## config.mk

```make
export PLATFORM = sky130hd
export DESIGN_NAME = uart_link_flat
export DESIGN_NICKNAME = d
export VERILOG_FILES = /design/src/rtl/uart_link_pkg.sv /design/src/rtl/uart_link_if.sv /design/src/rtl/uart_bit_timer.sv /design/src/rtl/uart_link.sv /design/src/flat_wrapper.sv
export SDC_FILE = /design/constraint.sdc
export NUM_CORES = 1
export LEC_CHECK = 0
export BUFFER_PORTS_ARGS = -buffer_cell sky130_fd_sc_hd__buf_2
export CORE_UTILIZATION = 50
export CTS_BUF_LIST = sky130_fd_sc_hd__clkbuf_8
export CTS_CLUSTER_DIAMETER = 150
export DETAILED_ROUTE_END_ITERATION = 16
export HOLD_SLACK_MARGIN = 0.02
export PLACE_DENSITY = 0.74
export SLEW_MARGIN = 30
export SYNTH_ARGS = -nofsm -noshare
export SYNTH_HDL_FRONTEND = slang
export SYNTH_SLANG_ARGS = --single-unit
```

## constraint.sdc

```tcl
create_clock -name clock -period 2.56 [get_ports clock]
set_clock_uncertainty 0.15 [all_clocks]
set_input_delay 0.512 -clock clock [delete_from_list [all_inputs] [get_ports clock]]
set_output_delay 0.512 -clock clock [all_outputs]
set_load 0.005 [all_outputs]
```

## src/rtl/uart_link_pkg.sv

```systemverilog
// Shared definitions for the UART command engine: command codes seen on the
// core's UARTC pins, the engine state type, and small command decoders.
package uart_link_pkg;

  localparam logic [2:0] UARTC_NOP     = 3'b000;
  localparam logic [2:0] UARTC_TX_BYTE = 3'b001;
  localparam logic [2:0] UARTC_RX_BYTE = 3'b010;
  localparam logic [2:0] UARTC_TX_WORD = 3'b011;
  localparam logic [2:0] UARTC_RX_WORD = 3'b100;

  typedef enum logic [2:0] {
    ST_IDLE,
    ST_TX_BITS,
    ST_RX_HUNT,
    ST_RX_BITS,
    ST_DONE
  } state_t;

  // Codes 101..111 are treated as NOP
  function automatic logic cmd_valid(input logic [2:0] c);
    return (c == UARTC_TX_BYTE) || (c == UARTC_RX_BYTE) ||
           (c == UARTC_TX_WORD) || (c == UARTC_RX_WORD);
  endfunction

  function automatic logic cmd_is_rx(input logic [2:0] c);
    return (c == UARTC_RX_BYTE) || (c == UARTC_RX_WORD);
  endfunction

  function automatic logic cmd_is_word(input logic [2:0] c);
    return (c == UARTC_TX_WORD) || (c == UARTC_RX_WORD);
  endfunction

endpackage

```

## src/rtl/uart_link_if.sv

```systemverilog
// Core-side UART command bus: command/write value from the core, completion,
// received data and status back from the engine.
interface uart_link_if;
  logic [2:0]  uartc;
  logic [31:0] write_value;
  logic        wb_flag;
  logic [31:0] wb_data;
  logic        frame_err;
  logic        busy;

  modport master (
    output uartc, write_value,
    input  wb_flag, wb_data, frame_err, busy
  );

  modport slave (
    input  uartc, write_value,
    output wb_flag, wb_data, frame_err, busy
  );
endinterface

```

## src/rtl/uart_bit_timer.sv

```systemverilog
// Loadable down-counter producing a one-cycle tick a full or half bit period
// after each load. Shared by the TX and RX paths.
module uart_bit_timer #(
  parameter int unsigned CLKS_PER_BIT = 434
) (
  input  logic clock,
  input  logic reset,
  input  logic load,
  input  logic half,
  output logic tick
);

  localparam logic [15:0] FULL_COUNT = 16'(CLKS_PER_BIT);
  localparam logic [15:0] HALF_COUNT = 16'(CLKS_PER_BIT / 2);

  logic [15:0] count;

  // Count down to zero after a load; a load on the tick cycle restarts cleanly
  always_ff @(posedge clock) begin
    if (reset)
      count <= '0;
    else if (load)
      count <= half ? HALF_COUNT : FULL_COUNT;
    else if (count != '0)
      count <= count - 16'd1;
  end

  assign tick = (count == 16'd1);

endmodule

```

## src/rtl/uart_link.sv

```systemverilog
// UART engine answering the core's 3-bit command bus: 8N1 byte/word transmit
// and receive, level handshake completion via wb_flag.
module uart_link
  import uart_link_pkg::*;
#(
  parameter int unsigned CLKS_PER_BIT = 434
) (
  input  logic        clock,
  input  logic        reset,
  uart_link_if.slave  core,
  input  logic        rx,
  output logic        tx
);

  state_t      state, state_next;
  logic [2:0]  cmd;
  logic [31:0] tx_data;
  logic [31:0] rx_word;
  logic [7:0]  rx_byte;
  logic [3:0]  bit_idx;
  logic [2:0]  bytes_left;
  logic        hunt_arm;
  logic        rx_meta, rx_s;
  logic        tx_bit;
  logic        timer_load, timer_half, tick;
  logic        wb_flag_q, frame_err_q, busy_q;
  logic [31:0] wb_data_q;

  assign core.wb_flag   = wb_flag_q;
  assign core.wb_data   = wb_data_q;
  assign core.frame_err = frame_err_q;
  assign core.busy      = busy_q;

  uart_bit_timer #(.CLKS_PER_BIT(CLKS_PER_BIT)) u_timer (
    .clock (clock),
    .reset (reset),
    .load  (timer_load),
    .half  (timer_half),
    .tick  (tick)
  );

  // Two-flop synchroniser for the asynchronous serial input
  always_ff @(posedge clock) begin
    if (reset) begin
      rx_meta <= 1'b1;
      rx_s    <= 1'b1;
    end else begin
      rx_meta <= rx;
      rx_s    <= rx_meta;
    end
  end

  // State register
  always_ff @(posedge clock) begin
    if (reset) state <= ST_IDLE;
    else       state <= state_next;
  end

  // Next-state decode and bit-timer control
  always_comb begin
    state_next = state;
    timer_load = 1'b0;
    timer_half = 1'b0;
    case (state)
      ST_IDLE: begin
        if (cmd_valid(core.uartc)) begin
          state_next = cmd_is_rx(core.uartc) ? ST_RX_HUNT : ST_TX_BITS;
          timer_load = !cmd_is_rx(core.uartc);
        end
      end
      ST_TX_BITS: begin
        if (tick) begin
          if (bit_idx == 4'd9 && bytes_left == 3'd1) state_next = ST_DONE;
          else                                       timer_load = 1'b1;
        end
      end
      ST_RX_HUNT: begin
        if (!hunt_arm && !rx_s) begin
          timer_load = 1'b1;
          timer_half = 1'b1;
        end else if (hunt_arm && tick && !rx_s) begin
          state_next = ST_RX_BITS;
          timer_load = 1'b1;
        end
      end
      ST_RX_BITS: begin
        if (tick) begin
          if (bit_idx == 4'd8)
            state_next = (bytes_left == 3'd1) ? ST_DONE : ST_RX_HUNT;
          else
            timer_load = 1'b1;
        end
      end
      ST_DONE: begin
        if (core.uartc == UARTC_NOP) state_next = ST_IDLE;
      end
      default: state_next = ST_IDLE;
    endcase
  end

  // Serial output bit for the current frame position (start, 8 data LSB first, stop)
  always_comb begin
    tx_bit = 1'b1;
    if (state == ST_TX_BITS) begin
      if (bit_idx == 4'd0)      tx_bit = 1'b0;
      else if (bit_idx <= 4'd8) tx_bit = tx_data[3'(bit_idx - 4'd1)];
    end
  end

  // Datapath and registered outputs. wb_flag/busy look at both current and next
  // state so they rise one edge after entry yet fall on the very edge that
  // leaves DONE.
  always_ff @(posedge clock) begin
    if (reset) begin
      cmd         <= UARTC_NOP;
      tx_data     <= '0;
      rx_word     <= '0;
      rx_byte     <= '0;
      bit_idx     <= '0;
      bytes_left  <= '0;
      hunt_arm    <= 1'b0;
      tx          <= 1'b1;
      wb_flag_q   <= 1'b0;
      wb_data_q   <= '0;
      frame_err_q <= 1'b0;
      busy_q      <= 1'b0;
    end else begin
      tx        <= tx_bit;
      busy_q    <= (state != ST_IDLE) && (state_next != ST_IDLE);
      wb_flag_q <= (state == ST_DONE) && (state_next == ST_DONE);
      case (state)
        ST_IDLE: begin
          if (cmd_valid(core.uartc)) begin
            cmd        <= core.uartc;
            tx_data    <= core.write_value;
            bytes_left <= cmd_is_word(core.uartc) ? 3'd4 : 3'd1;
            bit_idx    <= '0;
            hunt_arm   <= 1'b0;
            if (cmd_is_rx(core.uartc)) frame_err_q <= 1'b0;
          end
        end
        ST_TX_BITS: begin
          if (tick) begin
            if (bit_idx == 4'd9) begin
              bit_idx <= '0;
              if (bytes_left != 3'd1) begin
                bytes_left <= bytes_left - 3'd1;
                tx_data    <= tx_data >> 8;
              end
            end else begin
              bit_idx <= bit_idx + 4'd1;
            end
          end
        end
        ST_RX_HUNT: begin
          if (!hunt_arm && !rx_s) begin
            hunt_arm <= 1'b1;
          end else if (hunt_arm && tick) begin
            hunt_arm <= 1'b0;
            bit_idx  <= '0;
          end
        end
        ST_RX_BITS: begin
          if (tick) begin
            if (bit_idx == 4'd8) begin
              frame_err_q <= frame_err_q | ~rx_s;
              rx_word     <= {rx_byte, rx_word[31:8]};
              bytes_left  <= bytes_left - 3'd1;
              bit_idx     <= '0;
              hunt_arm    <= 1'b0;
            end else begin
              rx_byte <= {rx_s, rx_byte[7:1]};
              bit_idx <= bit_idx + 4'd1;
            end
          end
        end
        ST_DONE: begin
          // Bytes shift in from the top, so a single byte ends up in [31:24]
          if (!wb_flag_q && cmd_is_rx(cmd))
            wb_data_q <= cmd_is_word(cmd) ? rx_word : {24'd0, rx_word[31:24]};
        end
        default: ;
      endcase
    end
  end

endmodule

```

## src/flat_wrapper.sv

```systemverilog
// flat-port wrapper written by rule: the top's interface ports become plain ports
module uart_link_flat import uart_link_pkg::*;
#(
  parameter int unsigned CLKS_PER_BIT = 434
)
  (clock, reset, rx, tx, core_uartc, core_write_value, core_wb_flag, core_wb_data, core_frame_err, core_busy);
  uart_link_if core_i ();
  input  logic clock;
  input  logic reset;
  input  logic rx;
  output logic tx;
  input wire logic [$bits(core_i.uartc)-1:0] core_uartc;
  input wire logic [$bits(core_i.write_value)-1:0] core_write_value;
  output wire logic [$bits(core_i.wb_flag)-1:0] core_wb_flag;
  output wire logic [$bits(core_i.wb_data)-1:0] core_wb_data;
  output wire logic [$bits(core_i.frame_err)-1:0] core_frame_err;
  output wire logic [$bits(core_i.busy)-1:0] core_busy;
  assign core_i.uartc = core_uartc;
  assign core_i.write_value = core_write_value;
  assign core_wb_flag = core_i.wb_flag;
  assign core_wb_data = core_i.wb_data;
  assign core_frame_err = core_i.frame_err;
  assign core_busy = core_i.busy;
  uart_link #(.CLKS_PER_BIT(CLKS_PER_BIT)) u_core (.clock(clock), .reset(reset), .core(core_i), .rx(rx), .tx(tx));
endmodule
```

==> flow_metrics.env <==
export IMPL_start_util_pct=51.3
export IMPL_ys_seq_area_share_pct=45.5
export IMPL_synth_distinct_cells=59
export IMPL_avgSynthCellArea_um2=8.21
export IMPL_power_density_nw_per_um2=888
export IMPL_worst_pin_slew_ns=0.707
export IMPL_portBuffers=73
export IMPL_synth_nets=797
export IMPL_hold_buffers=0
export IMPL_setup_worst_path_start_class="flip-flop"
export IMPL_final_layout_size_suffix_gt1_share_pct=18.4
export IMPL_end_kind="flip-flop"
export IMPL_crit_chain="inv_1, ha_1, nor4b_2, nand4_2, buf_4, or3_1, buf_12, nand2_1, a21oi_1"
export IMPL_cts_sinks=140
export IMPL_crit_slowest_cell="or3_1"
export IMPL_hold_class="input port to flip-flop"
export IMPL_first_pass_iters=5
export IMPL_vias=5620
export IMPL_vias_per_cell=5.81
export IMPL_htree_levels=4
export IMPL_cts_tree="yes"
export IMPL_wl_met2_um=7230
export IMPL_die_w_um=113
export IMPL_fp_dieArea_um2=12800
export IMPL_core_area_um2=12000
export IMPL_p_int_mw=4.19
export IMPL_clk_latency_ns=0.45
export IMPL_crit_fanout=32
export IMPL_ir_worst_vdd_v=0.000452
export IMPL_holdWs_ns=0.100
export IMPL_final_setup_worst_slack_ns=0.158
export IMPL_comb_power_share_pct=28.3
export IMPL_antenna_found_initial=0
export IMPL_syn_inst=751
export IMPL_stdcell_count=968
export IMPL_first_global_vias=5209
export IMPL_synth_top_cell_area_share_pct=45.5
export IMPL_die_h_um=113
export IMPL_dp_slack_ns=0.0538
export IMPL_sw_frac_of_total_pct=34.1
export IMPL_dpl_cell_area_um2=6710
export IMPL_area_delta_synth_final_pct=16.0
export IMPL_fp_row_count=40
export IMPL_cap_violations=0
export IMPL_syn_area_um2=6170
export IMPL_grt_ovfl_total=0
export IMPL_stdcell_area_um2=7150
export IMPL_crit_type="flip-flop to flip-flop"
export IMPL_p_seq_share_pct=41.5
export IMPL_pwr_share_clk_pct=30.2
export IMPL_mostFrequentLayoutCells="dfxtp_1 (140), nand2_1 (131), a21oi_1 (109)"
export IMPL_yosysTopAreaCell="dfxtp_1"
export IMPL_required_ns=2.71
export IMPL_synth_edf_count=0
export IMPL_synth_top_flop_cell="dfxtp_1"
export IMPL_root_buffer="clkbuf_8"
export IMPL_min_period_over_period_pct=93.8
export IMPL_yosys_warnings=0
export IMPL_fmax_ghz=0.416
export IMPL_synth_top_cells_by_area="dfxtp_1 (45%), a21oi_1 (8.8%), nand2_1 (8.0%), nand3_1 (4.5%), a311oi_1 (3.8%)"
export IMPL_diodes=0
export IMPL_grt_pass1_wl_um=24800
export IMPL_grt_usage_pct=24.1
export IMPL_place_gp_congestion=0.903
export IMPL_setup_viol=0
export IMPL_status="finished, final reports clean"
export IMPL_hpwl_um=9650
export IMPL_relSlewSlack_pct=52.8
export IMPL_cp_arrival_ns=2.55
export IMPL_mostFrequentLayoutCell="dfxtp_1"
export IMPL_grt_max_degree=74
export IMPL_drtIter0Drc=433
export IMPL_async_flop_share_pct=0
export IMPL_cts_path_max_buffers=2
export IMPL_p_leak_nw=2.62
export IMPL_cts_buffers=17
export IMPL_drv_slew=0
export IMPL_nFillCells=1053
export IMPL_ios=74
export IMPL_hold_viol_final=0
export IMPL_drc=0
export IMPL_routed_top_layer="met4"
export IMPL_switchingPower_mw=2.17
export IMPL_postRouteAntennaNets=0
export IMPL_ys_seq_elements=140
export IMPL_wl_per_cell_um=15.4
export IMPL_wl_met3_um=784
export IMPL_clkSlewWorstSetupHoldPaths_ns=0.08
export IMPL_final_nets=854
export IMPL_period_needed_ns=2.40
export IMPL_dpl_cell_count=936
export IMPL_drt_met1_wl_um=6500
export IMPL_final_setup_tns_ns=0
export IMPL_finalWirelength_um=14900
export IMPL_max_stage_delay_ns=0.36
-- state kept, by name (all words and copies together), names as in the netlist, 3 cells and up --
name / cells
u_core.core.wb_data: 32
u_core.rx_word: 32
u_core.tx_data: 32
u_core.u_timer.count: 16
u_core.rx_byte: 8
u_core.bit_idx: 4
u_core.bytes_left: 3
u_core.cmd: 3
u_core.state: 3
-- per-layer routing --
metal / vias to the layer above / global-route usage (%)
li1: 2787 / -
met1: 2627 / 29.9
met2: 169 / 39.8
met3: 37 / 5.89
met4: 0 / 10.3
met5: - / 0
-- final timing paths --
path                                start            endpoint  slack, ns  depth (start not counted)
hold / removal                         rx      u_core.rx_meta       0.10                          2
setup / recovery  u_core.u_timer.count[1]  u_core.rx_word[25]       0.16                          9
hold reg to reg            u_core.rx_meta         u_core.rx_s       0.27                          1
setup reg to reg  u_core.u_timer.count[1]  u_core.rx_word[25]       0.16                          9
-- cells in the mapped netlist (8+ instances only) --
master / count
clkbuf_1: 46
nor2_1: 50
nand2_1: 131
buf_2: 9
a21oi_1: 109
o21ai_0: 18
dfxtp_1: 140
ha_1: 8
mux2i_1: 17
nor3_1: 11
nand4_1: 10
inv_1: 9
a311oi_1: 27
nand3_1: 56
xnor2_1: 14
a211oi_1: 9
-- worst max-delay path, delay by kind of cell, from the launching register on --
family          cells  cell delay [ns]
buf+inv             3             0.52
flops               1             0.33
simple gates        4             1.01
fa+ha+maj           1             0.16
compound gates      1             0.09
-- cell families (layout without fill, tap and decap cells) --
family,Yosys count,in the layout,synth area share (%)
xor gates and xnor gates,15,15,2.13
buffers and inverters,70,140,4.81
muxes,20,20,3.67
and+or+nand+nor,303,303,22.9
adders and majority gates,8,8,1.62
DFF,140,140,45.5
AOI/OAI and AO/OA,195,195,19.4
-- repair_timing --
action | 4_1_cts | 5_1_grt
setup buffers | 0 | 0
gates resized for setup | 0 | 3
endpoints found under the setup margin | 0 | 78
hold endpoints to repair | 0 | 0
-- power groups by stage --
stage | Sequential, mW | Clock (mW) | Combinational [mW]
after floorplan | 2.61 | 0 | 1.35
after global placement | 2.65 | 0 | 1.66
after detailed placement | 2.66 | 0 | 1.74
after CTS | 2.62 | 1.95 | 1.76
after global routing | 2.67 | 2.05 | 1.99
final | 2.64 | 1.92 | 1.79
-- metrics by stage --
stage | power, mW | util (%)
after floorplan | 3.96 | -
after global placement | 4.32 | 55.8
after detailed placement | 4.41 | 55.8
after CTS | 6.34 | 59.4
after global routing | 6.71 | 59.5
final | 6.35 | 59.5
-- cell type report --
class | instances | area, um2 | area share (%)
inverter | 9 | 33.8 | 0.472
sequential | 140 | 2800 | 39.2
clock inverter | 14 | 181 | 2.54
tap | 147 | 184 | 2.57
clock buffer | 18 | 248 | 3.46
timing repair buffer | 99 | 601 | 8.40
multi-input combinational | 541 | 3100 | 43.4
Note: power is estimated with default switching activity, not from simulation.
